**src/rtl/fifo_pkg.sv**
```systemverilog
// Shared types and constants for the write-side packet framer feeding the async FIFO.
package fifo_pkg;

  // LEN exists in every build so encodings stay stable; it is only reached
  // when FRAMER_LEN_FIELD_EN is defined.
  typedef enum logic [2:0] {
    IDLE,
    HDR,
    DATA,
    LEN,
    TRL
  } framer_state_t;

  localparam logic [7:0] SOF_DEFAULT = 8'hA5;

  // Payload counter must hold 0..max_len inclusive.
  function automatic int cnt_width(input int max_len);
    return $clog2(max_len + 1);
  endfunction

endpackage

```
**src/rtl/fifo_pkt_framer.sv**
```systemverilog
// Frames a valid/ready byte stream as SOF, payload, [length], XOR checksum into the FIFO write port.
// Optional length byte before the checksum: define FRAMER_LEN_FIELD_EN.
module fifo_pkt_framer
  import fifo_pkg::*;
#(
  parameter int               WIDTH   = 8,
  parameter int               MAX_LEN = 16,
  parameter logic [WIDTH-1:0] SOF     = WIDTH'(SOF_DEFAULT)
) (
  input  logic             clk_wr,
  input  logic             rst_n,
  input  logic             in_valid,
  input  logic [WIDTH-1:0] in_data,
  input  logic             in_last,
  output logic             in_ready,
  output logic [WIDTH-1:0] wr_data,
  output logic             wr_en,
  input  logic             flag_full,
  output logic             pkt_done,
  output logic             trunc_err,
  output logic [15:0]      pkt_count
);

  localparam int            CW       = cnt_width(MAX_LEN);
  localparam logic [CW-1:0] LAST_CNT = CW'(MAX_LEN - 1);

  framer_state_t    state_q, state_d;
  logic [CW-1:0]    cnt_q;
  logic [WIDTH-1:0] csum_q;
  logic             at_limit;

  assign at_limit = (cnt_q == LAST_CNT);

  // NOTE: every output of this block is given a default before the case so
  // no path leaves a signal unassigned, which would otherwise infer a latch.
  always_comb begin
    state_d  = state_q;
    in_ready = 1'b0;
    wr_en    = 1'b0;
    wr_data  = '0;
    case (state_q)
      IDLE: begin
        // The beat is only observed here; it is consumed in DATA after SOF.
        if (in_valid) state_d = HDR;
      end
      HDR: begin
        wr_data = SOF;
        wr_en   = !flag_full;
        if (!flag_full) state_d = DATA;
      end
      DATA: begin
        in_ready = !flag_full;
        wr_en    = in_valid && !flag_full;
        wr_data  = in_data;
        if (in_valid && !flag_full && (in_last || at_limit)) begin
`ifdef FRAMER_LEN_FIELD_EN
          state_d = LEN;
`else
          state_d = TRL;
`endif
        end
      end
`ifdef FRAMER_LEN_FIELD_EN
      LEN: begin
        wr_data = WIDTH'(cnt_q);
        wr_en   = !flag_full;
        if (!flag_full) state_d = TRL;
      end
`endif
      TRL: begin
        wr_data = csum_q;
        wr_en   = !flag_full;
        if (!flag_full) state_d = IDLE;
      end
      default: state_d = IDLE;
    endcase
  end

  // NOTE: registered state uses non-blocking assignments so every flop
  // samples pre-edge values regardless of statement order.
  always_ff @(posedge clk_wr or negedge rst_n) begin
    if (!rst_n) begin
      state_q   <= IDLE;
      cnt_q     <= '0;
      csum_q    <= '0;
      pkt_count <= '0;
      pkt_done  <= 1'b0;
      trunc_err <= 1'b0;
    end else begin
      state_q   <= state_d;
      pkt_done  <= 1'b0;
      trunc_err <= 1'b0;
      case (state_q)
        HDR: begin
          if (!flag_full) begin
            cnt_q  <= '0;
            csum_q <= '0;
          end
        end
        DATA: begin
          if (in_valid && !flag_full) begin
            csum_q    <= csum_q ^ in_data;
            cnt_q     <= cnt_q + CW'(1);
            trunc_err <= at_limit && !in_last;
          end
        end
`ifdef FRAMER_LEN_FIELD_EN
        LEN: begin
          if (!flag_full) csum_q <= csum_q ^ WIDTH'(cnt_q);
        end
`endif
        TRL: begin
          if (!flag_full) begin
            pkt_done  <= 1'b1;
            pkt_count <= pkt_count + 16'd1;
          end
        end
        default: ;
      endcase
    end
  end

endmodule

```
**config.mk**
```make
export PLATFORM = sky130hd
export DESIGN_NAME = fifo_pkt_framer
export DESIGN_NICKNAME = d
export VERILOG_FILES = /design/src/rtl/fifo_pkg.sv /design/src/rtl/fifo_pkt_framer.sv
export SDC_FILE = /design/constraint.sdc
export NUM_CORES = 1
export LEC_CHECK = 0
export ABC_AREA = 0
export CORE_UTILIZATION = 49
export CTS_CLUSTER_SIZE = 40
export DETAILED_ROUTE_END_ITERATION = 7
export GPL_TIMING_DRIVEN = 0
export PLACE_DENSITY = 0.79
export SLEW_MARGIN = 5
export SYNTH_ARGS = -nofsm -noshare
export SYNTH_HDL_FRONTEND = slang
export SYNTH_SLANG_ARGS = --single-unit
```
**constraint.sdc**
```tcl
create_clock -name clk_wr -period 2.1 [get_ports clk_wr]
set_input_delay 0.42 -clock clk_wr [delete_from_list [all_inputs] [get_ports clk_wr]]
set_output_delay 0.42 -clock clk_wr [all_outputs]
set_load 0.005 [all_outputs]
```
Word level (Yosys, flattened, before mapping):

Index checks and enable logic that the tools add are counted.

* bitwise logic cells: 2
* mux-type cells: 18
* equal/unequal tests: 9
* $add $sub $neg: 2
* reduce and logical (&&, ||, !) cells: 12

Operator list (count)
* one-hot mux 8 bit (3 select lines): 1
* adder 16 x 1 -> 16 bit (second input constant): 1
* 2-to-1 mux 8 bit: 2
* one-hot mux 8 bit (2 select lines): 1
* 2-to-1 mux 3 bit: 4
* one-hot mux 3 bit (4 select lines): 1
* 2-to-1 mux 5 bit: 2
* != test 2 bit (second input constant): 5
* one-hot mux 5 bit (2 select lines): 1
* bitwise XOR 8 bit: 1
* adder 5 x 1 -> 5 bit (second input constant): 1
* equality test 5 x 4 -> 1 bit (second input constant): 1
* 2-to-1 mux 1 bit: 5
* AND reduction 4 bit: 1
* equality test 3 x 1 -> 1 bit (second input constant): 1
* equality test 3 x 2 -> 1 bit (second input constant): 1
* equality test 3 bit (second input constant): 1
* logical AND 1 bit: 3
* zero test 3 bit: 1
* AND reduction 3 bit: 1
* zero test 1 bit: 2
* one-hot mux 1 bit (2 select lines): 1
* AND reduction 2 bit: 1
* nonzero test 2 bit: 1
* other kinds (3): 3

* logic and storage cells: 49
* register bits: 34
* output and inout bits: 28
* input bits: 13

Logic depth before layout (Yosys ltp):

Gate-level depths: netlist of the first run.

* depth in word-level cells: 5
* gate-level depth with buffers: 7
* gate-level depth less buffers: 7

Worst setup path after synthesis of the first run:

No wires, ideal clock.

* path type: flip-flop to output port
* start point: register state_q[0]
* end point: output port in_ready
* path buffers: 2
* cell stages (with the launch flop): 5
* required time: 1680 ps
* slack: 428 ps
* arrival time: 1252 ps
* path through: dfrtp_1 -> buf_2 -> or3b_1 -> buf_2 -> nor2_1

* word-level cells in the longest chain between the ends: 2

Ends and longest elaborated chain
* start: declaration: line fifo_pkt_framer.sv:27 `framer_state_t state_q, state_d;`
* start signal: assignment: line fifo_pkt_framer.sv:90 `state_q <= state_d;`
* equality test 3 x 2 -> 1 bit: line fifo_pkt_framer.sv:41 `case (state_q)`
* 2-to-1 mux 1 bit: line fifo_pkt_framer.sv:41
* end: declaration: line fifo_pkt_framer.sv:15 `output logic in_ready,`

Every way passes these cells.

Worst setup path after layout of the first run:

* start point: register state_q[1]
* end point: output port wr_data[3]

* word-level cells in the longest chain between the ends: 2
* elaborated cells between the ends (all ways): 4
* classes of those cells: eq/ne: 3; mux: 1

Ends and longest elaborated chain
* equality test 3 bit (tied with other cells): line fifo_pkt_framer.sv:41
* one-hot mux 8 bit (3 select lines) *: line fifo_pkt_framer.sv:41
* end: declaration: line fifo_pkt_framer.sv:16 `output logic [WIDTH-1:0] wr_data,`

Every way passes the cells marked *; elsewhere a longest branch is shown, timed or not.

==> results of run 1 <==
-- worst max path at each step --
| stage | from | end | slack (ns) | cells past startpoint |
|---|---|---|---|---|
| 2_1_floorplan | state_q[0] | in_ready | 0.43 | 4 |
| 6_report | state_q[1] | wr_data[3] | 0.03 | 4 |
| 5_1_grt | state_q[2] | wr_data[3] | -0.02 | 5 |
| 3_3_place_gp | state_q[2] | wr_data[5] | -0.26 | 5 |
| 3_5_place_dp | state_q[2] | wr_data[0] | -0.43 | 5 |
| 4_1_cts | state_q[1] | wr_data[5] | 0.001 | 5 |
-- timing repair --
action / 4_1_cts / 5_1_grt
buffers inserted: 5 / 2
endpoints found under the setup margin: 10 / 10
pin swaps: 1 / 2
hold endpoints to repair: 0 / 0
gates resized for setup: 37 / 8
-- power breakdown --
| part | switching [mW] | internal [mW] | total, mW |
|---|---|---|---|
| Clock | 0.223 | 0.162 | 0.385 |
| Combinational | 0.369 | 0.361 | 0.730 |
| Sequential | 0.134 | 0.782 | 0.916 |
| Total | 0.727 | 1.30 | 2.03 |
-- sequential cells by signal (all words and copies together) (netlist names) --
name	cells
pkt_count	16
csum_q	8
cnt_q	5
state_q	3
pkt_done	1
trunc_err	1
-- kinds of logic (layout without fill, tap and decap cells) --
logic type | count (synthesis) | after routing | synth area share [%]
fa+ha+maj | 3 | 3 | 2.22
simple gates | 72 | 72 | 22.9
compound gates | 39 | 39 | 12.8
buf+inv | 8 | 62 | 2.29
mux | 2 | 2 | 1.26
xor+xnor | 16 | 16 | 8.28
flops | 34 | 34 | 50.3
-- area by class of cell --
type	instances	area share [%]
multi-input cells	132	37.1
clock inverters	1	0.218
inverters	1	0.164
repair buffers	47	18.5
plain buffers	6	2.02
flip-flops and latches	34	37.2
clock buffers	7	2.40
well taps	44	2.40
-- Yosys cell counts, drive strengths merged --
| cell type | count |
|---|---|
| and3 | 4 |
| o21ai | 27 |
| nand2 | 20 |
| nand4 | 3 |
| nand2b | 2 |
| and2 | 1 |
| xnor2 | 13 |
| nor4b | 1 |
| a22o | 1 |
| nand3 | 6 |
| or2 | 1 |
| or3b | 2 |
| buf | 5 |
| inv | 1 |
| xor2 | 3 |
| o21ba | 1 |
| mux2i | 1 |
| and2b | 1 |
| nor2b | 3 |
| and4 | 3 |
| a21oi | 5 |
| and3b | 1 |
| nor3 | 9 |
| ha | 3 |
| mux2 | 1 |
| a22oi | 5 |
| nor3b | 2 |
| clkbuf | 2 |
| nor2 | 13 |
| dfrtp | 34 |
-- layer usage --
metal | wire (um) | vias up | share of wire, %
met3 | 183 | 12 | 4.4
li1 | - | 715 | -
met4 | 106 | 0 | 2.5
met5 | 0 | - | 0
met1 | 1700 | 742 | 41
met2 | 2180 | 57 | 52
-- metrics by stage --
stage	setup slack, ns	instance area, um^2	utilization (%)	power [mW]	instances
floorplan	0.428	1690	-	1.23	174
global placement	-0.255	2150	68.1	1.52	258
detailed placement	-0.434	2140	68.0	1.56	258
CTS	0.00133	2280	72.4	2.00	271
global route	-0.0229	2290	72.7	2.14	272
finish	0.0317	2290	72.7	2.03	272
-- worst max-delay path, cell delays in order, from the launching register on --
cell and delay, ns:
dfrtp_2 0.52, and2b_2 0.30, a22oi_1 0.15, nor2_1 0.06, dlygate4sd2_1 0.26
-- placed cells by master, fill, tap and decap left out, drive strengths merged, types with 5 or more instances in the layout --
master	instances
clkdlybuf4s50	28
o21ai	27
a21oi	5
a22oi	5
nand3	6
xnor2	13
clkbuf	10
dlygate4sd2	7
nor3	9
dfrtp	34
nand2	20
nor2	13
buf	15
==> run summary, run 1 <==
status -> completed
Fillers -> 256
FMAX -> 483 MHz
via count -> 1526
Hold WS -> 0.130 ns
GRT met3 Usage -> 5.12%
CTS tree -> yes
Worst Tran Pin Value -> 0.748 ns
R2R Path End -> csum_q[5]
Synth area leaders -> dfrtp_1 (50%), xnor2_1 (6.7%), o21ai_0 (5.0%)
Period minus WS final -> 2.07 ns
clock slew at the register clock pins of the worst setup and hold paths -> 0.11 ns
Starting DRT DRC Count -> 75
clk_lat worst skew -> 0.35 ns
DRC Markers -> 0
fin nets -> 243
Final HPWL DP -> 2850 um
PortBufs -> 40
TritonCTS buffer count -> 5
Hold Path Class -> primary input to async pin
Setup CP Type -> flop to primary output
final critical-path share of the clock period -> 98.5%
first-pass GRT wire length -> 6740 um
largest net degree at the start of global routing -> 35
die area -> 3690 um^2
maximum VDD drop -> 0.630 mV
unrepaired setup endpoints after global routing -> true
GRT Overall Usage -> 25.4%
width of the die -> 60.8 um
drt pass-1 iters -> 4
n_diodes -> 0
RePlAce Congestion -> 0.767
GRT busiest layer -> met2
PwrDens -> 887 nW/um^2
multi-input logic area -> 851 um^2
Routed Wire Length -> 4170 um
leakage -> 1.01 nW
Final ANT Viol Nets -> 0
slew margin rel. -> 50.1%
layout cells sized above 1 -> 16.2%
top cell type's share of synthesized area -> 50.3%
Yosys reg bits -> 34
Initial Util -> 53.7%
clock tree buffer depth -> 2
core area -> 3150 um^2
met1 Use GR -> 27.9%
Worst Reg-to-Reg Cells -> 8
Setup TNS -> 0 ns
global routing usage on met2 -> 45.8%
Final Slew Violations -> 0
sequential-to-total area share from yosys stat -> 50.3%
CTS Hold Bufs -> 0
max cap viols -> 0
Final Hold Violating Endpoints -> 0
Area growth, synth to finish -> 35.3%
initial antenna violation count -> 0
Routed wire per std cell -> 15.3 um
Worst EP arrival -> 1.65 ns
synthesized area per cell -> 9.73 um^2
clk sinks -> 34
CTS Root Cell -> clkbuf_4
Final setup viols -> 0
library cells used by synthesis -> 33
r2r startpoint -> state_q[0]
Register Area -> 852 um^2
Required @ worst endpoint -> 1.68 ns
Mapped Nets -> 190
Die Y-Extent -> 60.8 um
Fin Clk Skew -> 0.0128 ns
CTS H-tree depth -> 2
Mapped Area -> 1690 um^2
critical path capture point type -> primary output
Via density -> 5.61
critical-path maximum fanout -> 9
vias in the first global route -> 1522
I/O pin cnt -> 41
row cnt -> 20
Congestion Overflow GR -> 0
cell taking the most area after synthesis -> dfrtp_1
synth warn -> 0
Synth Instances -> 174
type of origin of the critical path -> flop
r2r setup slk -> 0.20 ns
Note: power is estimated with default switching activity, not from simulation.
==> run 2, diff against run 1 <==
--- a/config.mk
+++ b/config.mk
@@ -10,7 +10,8 @@
 export CTS_CLUSTER_SIZE = 40
 export DETAILED_ROUTE_END_ITERATION = 7
 export GPL_TIMING_DRIVEN = 0
-export PLACE_DENSITY = 0.79
+export PLACE_DENSITY = 0.78
+export SETUP_SLACK_MARGIN = 0.1
 export SLEW_MARGIN = 5
 export SYNTH_ARGS = -nofsm -noshare
 export SYNTH_HDL_FRONTEND = slang
==> run 2 against run 1 <==
- count of clock-buffer cells in the layout is the same
- wire length increased by 26%
- largest power group is now combinational logic
- critical endpoint is now in_ready
- highest routed layer unchanged
- register-to-register slack worse by 0.07 ns
==> run summary, run 2 (synthesized netlist as in run 1, its figures left out) <==
commonest non-fill, non-tap cell in the layout -> dfrtp_1
Initial Util -> 53.7% (unchanged)
maximum VDD drop -> 0.676 mV (+7.2%)
via count -> 1721 (+13%)
width of the die -> 60.8 um (unchanged)
max cap viols -> 0 (unchanged)
Regs by FF count -> pkt_count: 16 flops, csum_q: 8 flops, cnt_q: 5 flops
CTS Root Cell -> clkbuf_4
Setup CP Type -> flop to primary output
Die Y-Extent -> 60.8 um (unchanged)
Hold Path Class -> primary input to async pin
PwrDens -> 944 nW/um^2 (+6.5%)
Worst Tran Pin Value -> 0.752 ns (+0.00325 ns)
I/O pin cnt -> 41 (unchanged)
Crit-path slowest cell -> dfrtp_1
Final HPWL DP -> 2920 um (+2.4%)
row cnt -> 20 (unchanged)
Tot Pwr -> 2.39 mW (+18%)
RePlAce Congestion -> 0.807 (+5.2%)
Layout Cells excl Fill -> 296 (+8.8%)
DRC Markers -> 0 (unchanged)
met1 Use GR -> 30.2% (+2.3 points)
FMAX -> 479 MHz (-0.95%)
fin nets -> 267 (+9.9%)
Required @ worst endpoint -> 1.68 ns (about the same)
CTS Hold Bufs -> 0 (unchanged)
vias in the first global route -> 1722 (+13%)
Final ANT Viol Nets -> 0 (unchanged)
TritonCTS buffer count -> 5 (unchanged)
delay-heaviest family, CP -> simple AND/OR/NAND/NOR gates
drt pass-1 iters -> 4 (unchanged)
unrepaired setup endpoints after global routing -> true
clock tree buffer depth -> 2 (unchanged)
Via density -> 5.81 (+3.6%)
core area -> 3150 um^2 (unchanged)
PortBufs -> 40 (unchanged)
CTS tree -> yes
CTS H-tree depth -> 2 (unchanged)
Largest Register -> pkt_count
type of origin of the critical path -> flop
status -> completed
largest net degree at the start of global routing -> 35 (unchanged)
Fin Clk Skew -> 0.0196 ns (+0.00678 ns)
GRT Overall Usage -> 29.9% (+4.5 points)
critical-path maximum fanout -> 3 (-6)
Routed Wire Length -> 5250 um (+26%)
first-pass GRT wire length -> 7850 um (+16%)
Worst EP arrival -> 1.67 ns (+0.02 ns)
slew margin rel. -> 49.9% (-0.22 points)
max FFs per register -> 16 (unchanged)
worst-path cell chain -> buf_6 > or3b_4 > buf_8 > nor2_4 > buf_2
n_diodes -> 0 (unchanged)
leakage -> 1.14 nW (+13%)
Period minus WS final -> 2.09 ns (+0.0199 ns)
Final setup viols -> 0 (unchanged)
Final Slew Violations -> 0 (unchanged)
clock slew at the register clock pins of the worst setup and hold paths -> 0.12 ns (about the same)
initial antenna violation count -> 0 (unchanged)
Final Hold Violating Endpoints -> 0 (unchanged)
# placed instances -> 258 (unchanged)
clk sinks -> 34 (unchanged)
most frequent cells in the layout -> dfrtp_1 (33), clkdlybuf4s50_1 (28), buf_4 (23)
Starting DRT DRC Count -> 105 (+40%)
layout cells sized above 1 -> 31.7% (+16 points)
critical path capture point type -> primary output
Congestion Overflow GR -> 0 (unchanged)
final critical-path share of the clock period -> 99.4% (+0.95 points)
GRT busiest layer -> met2
global routing usage on met2 -> 53.5% (+7.7 points)
crit path buf inv count -> 3 (+2)
clk_lat worst skew -> 0.36 ns (about the same)
Routed wire per std cell -> 17.7 um (+16%)
GRT met3 Usage -> 7.04% (+1.9 points)
Max stage delay on crit path -> 0.43 ns (-0.09 ns)
die area -> 3690 um^2 (unchanged)
Area growth, synth to finish -> 49.7%
==> run 2: final cells by class <==
cell class / count / area [um^2]
timing repair buffer: 70 / 599
fill: 212 / 618
tap: 44 / 55.1
multi-input combinational: 132 / 896
clock inverter: 1 / 5.00
sequential: 34 / 852
inverter: 1 / 3.75
buffer: 7 / 68.8
clock buffer: 7 / 55.1
==> run 2: path summary, 6_finish.rpt <==
path / from / slack, ns / depth (start not counted) / to
worst min-delay path: rst_n / 0.11 / 1 / state_q[1]
min in group clk_wr: pkt_count[15] / 0.48 / 1 / pkt_count[15]
max in group asynchronous: rst_n / 1.48 / 1 / state_q[1]
worst max-delay path: state_q[2] / 0.01 / 5 / in_ready
worst max register to register: state_q[0] / 0.13 / 9 / csum_q[4]
worst min register to register: pkt_count[15] / 0.48 / 1 / pkt_count[15]
==> run 2: per-layer routing <==
layer,vias up,share of wire (%)
met3,21,6.1
li1,767,-
met1,838,38
met4,0,2.9
met2,95,53
met5,-,0
==> run 2: what timing repair did <==
item	in CTS	in global routing
hold endpoints to repair	0	0
pin swaps	4	11
resized for setup	62	29
setup endpoints to repair	10	22
setup buffers	24	6
==> run 2: power by group <==
group,internal [mW],switching (mW)
Combinational,0.562,0.507
Sequential,0.781,0.135
Clock,0.162,0.244
==> run 2: worst register-to-register path: cells and delay by family, from the launching register on <==
family                 cells  cell delay, ns
DFF                        1            0.43
AOI/OAI and AO/OA          3            0.50
and+or+nand+nor            1            0.13
buffers and inverters      5            0.84
==> run 2: stage by stage <==
stage | utilization (%) | hold WS, ns | setup slack [ns] | area, um^2 | setup TNS (ns)
2_1_floorplan | - | 0.124 | 0.428 | 1690 | 0
3_3_place_gp | 68.1 | 0.452 | -0.251 | 2150 | -2.03
3_5_place_dp | 68.0 | 0.465 | -0.296 | 2140 | -2.31
4_1_cts | 77.4 | 0.147 | 0.0223 | 2440 | 0
5_1_grt | 80.4 | 0.160 | -0.0493 | 2530 | -0.184
6_report | 80.4 | 0.111 | 0.0118 | 2530 | 0
==> run 3, diff against run 2 <==
--- a/config.mk
+++ b/config.mk
@@ -9,7 +9,7 @@
 export CORE_UTILIZATION = 49
 export CTS_CLUSTER_SIZE = 40
 export DETAILED_ROUTE_END_ITERATION = 7
-export GPL_TIMING_DRIVEN = 0
+export GPL_TIMING_DRIVEN = 1
 export PLACE_DENSITY = 0.78
 export SETUP_SLACK_MARGIN = 0.1
 export SLEW_MARGIN = 5
==> run 3 against run 2 <==
- final cell count increased by 2.0%
- sequential share of layout area decreased by 0.74 points
- hold slack improved by 0.37 ns
- combinational power increased by 6%
- non-clock buffer count increased by 6
- largest cell class unchanged
- highest routed layer unchanged
==> run summary, run 3 (synthesized netlist as in run 1, its figures left out) <==
status -> completed
width of the die -> 60.8 um (unchanged)
Initial Util -> 53.7% (unchanged)
critical-path maximum fanout -> 4 (+1)
CP Capture Point -> wr_en
Worst Reg-to-Reg Cells -> 7 (-2)
r2r setup slk -> 0.14 ns (about the same)
Regs by FF count -> pkt_count: 16 flops, csum_q: 8 flops, cnt_q: 5 flops
critical path capture point type -> primary output
Final Hold Violating Endpoints -> 0 (unchanged)
die area -> 3690 um^2 (unchanged)
unrepaired setup endpoints after global routing -> true
Area growth, synth to finish -> 53.6%
final critical-path share of the clock period -> 99.5% (about the same)
CTS Hold Bufs -> 0 (unchanged)
Period minus WS final -> 2.09 ns (+0.00133 ns)
largest net degree at the start of global routing -> 35 (unchanged)
row cnt -> 20 (unchanged)
most frequent cells in the layout -> dfrtp_1 (31), buf_4 (31), clkdlybuf4s50_1 (30)
Starting DRT DRC Count -> 79 (-25%)
max FFs per register -> 16 (unchanged)
Largest Register -> pkt_count
# placed instances -> 270 (+4.7%)
Fin Clk Skew -> 0.00607 ns (-0.0135 ns)
Worst Tran Pin Value -> 0.422 ns (-0.329 ns)
Final ANT Viol Nets -> 0 (unchanged)
final core occ -> 82.5% (+2.1 points)
GRT met3 Usage -> 5.12% (-1.9 points)
type of origin of the critical path -> flop
Routed Wire Length -> 5320 um (+1.2%)
dpl ws -> -0.170 ns (+0.126 ns)
Final Slew Violations -> 0 (unchanged)
clock tree buffer depth -> 2 (unchanged)
CP startpoint -> state_q[1]
Hold Path Class -> primary input to async pin
maximum VDD drop -> 0.649 mV (-4.0%)
slew margin rel. -> 71.8% (+22 points)
Fillers -> 194 (-8.5%)
GRT busiest layer -> met2
Max stage delay on crit path -> 0.44 ns (about the same)
Setup CP Type -> flop to primary output
Final HPWL DP -> 2970 um (+1.8%)
Crit-path slowest cell -> dfrtp_2
PortBufs -> 40 (unchanged)
global routing usage on met2 -> 49.6% (-3.9 points)
via count -> 1730 (+0.52%)
TritonCTS buffer count -> 5 (unchanged)
Routed wire per std cell -> 17.6 um (-0.77%)
clk sinks -> 34 (unchanged)
first-pass GRT wire length -> 7380 um (-6.1%)
r2r startpoint -> state_q[0]
DRC Markers -> 0 (unchanged)
fin nets -> 273 (+2.2%)
PwrDens -> 939 nW/um^2 (-0.53%)
Via density -> 5.73 (-1.5%)
Setup TNS -> 0 ns (unchanged)
setup ws final -> 0.0104 ns (-0.00133 ns)
met1 Use GR -> 31.2% (+1.0 points)
Worst EP arrival -> 1.67 ns (about the same)
CTS H-tree depth -> 2 (unchanged)
GRT Overall Usage -> 27.5% (-2.4 points)
Layout Cells excl Fill -> 302 (+2.0%)
CTS tree -> yes
clk_lat worst skew -> 0.34 ns (-0.02 ns)
delay-heaviest family, CP -> buffers and inverters
layout cells sized above 1 -> 33.3% (+1.6 points)
worst-path cell chain -> buf_6 > buf_6 > nor2b_4 > buf_6 > nor2_1 > nor2_1 > o21ba_4 > buf_6
RePlAce Congestion -> 0.792 (-1.9%)
CTS Root Cell -> clkbuf_4
vias in the first global route -> 1638 (-4.9%)
CP Depth -> 8 (+3)
Congestion Overflow GR -> 0 (unchanged)
drt pass-1 iters -> 4 (unchanged)
core area -> 3150 um^2 (unchanged)
most used cell, CP -> buf_6
leakage -> 1.17 nW (+2.4%)
R2R Path End -> csum_q[1]
clock slew at the register clock pins of the worst setup and hold paths -> 0.11 ns (about the same)
Final setup viols -> 0 (unchanged)
max cap viols -> 0 (unchanged)
I/O pin cnt -> 41 (unchanged)
initial antenna violation count -> 0 (unchanged)
Die Y-Extent -> 60.8 um (unchanged)
n_diodes -> 0 (unchanged)
crit path buf inv count -> 4 (+1)
FMAX -> 479 MHz (about the same)
Required @ worst endpoint -> 1.68 ns (about the same)
-- run 3: worst reg2reg max path, cell delays in order, from the launching register on --
cell and delay, ns:
dfrtp_2 0.44, buf_4 0.14, buf_6 0.11, or3b_4 0.37, buf_4 0.20, nor2_2 0.36, nand2_1 0.12, o21ai_1 0.14
-- run 3: worst min path at each step --
stage | end | depth (start not counted) | slack [ns]
2_1_floorplan | cnt_q[0] | 0 | 0.12
3_3_place_gp | csum_q[0] | 1 | 0.46
3_5_place_dp | csum_q[1] | 1 | 0.46
4_1_cts | pkt_count[5] | 2 | 0.49
5_1_grt | pkt_count[5] | 2 | 0.50
6_report | pkt_count[6] | 2 | 0.48
-- run 3: metal layers --
layer	part of all wire (%)	vias up
met1	38	850
met2	53	89
met4	3.3	0
met5	0	-
li1	-	771
met3	5.4	20
-- run 3: what timing repair did --
item                                    4_1_cts  5_1_grt
gates cloned                                  0        0
endpoints found under the setup margin       10       10
pin swaps                                     3        5
hold endpoints to repair                      0        0
resized for setup                            60       24
buffers inserted                             14       11
-- run 3: per-stage QoR --
stage                     cell area (um^2)  power (mW)  hold WS [ns]
final                                 2600        2.44         0.481
after global routing                  2600        2.55         0.500
after CTS                             2460        2.16         0.485
after detailed placement              2260        1.64         0.464
after global placement                2260        1.59         0.456
after floorplan                       1690        1.23         0.124
-- run 3: area by class of cell --
class	count	area, um^2	share of cell area (%)
clock inverters	2	12.5	0.481
inverters	1	3.75	0.144
well taps	44	55.1	2.12
repair buffers	83	724	27.9
clock buffers	6	51.3	1.97
flip-flops and latches	34	855	32.9
multi-input cells	132	898	34.6
-- run 3: report_power, final --
| group | switching [mW] | internal, mW | leakage [nW] |
|---|---|---|---|
| combinational | 0.535 | 0.599 | 0.671 |
| clock | 0.225 | 0.161 | 0.0343 |
| sequential | 0.138 | 0.784 | 0.463 |
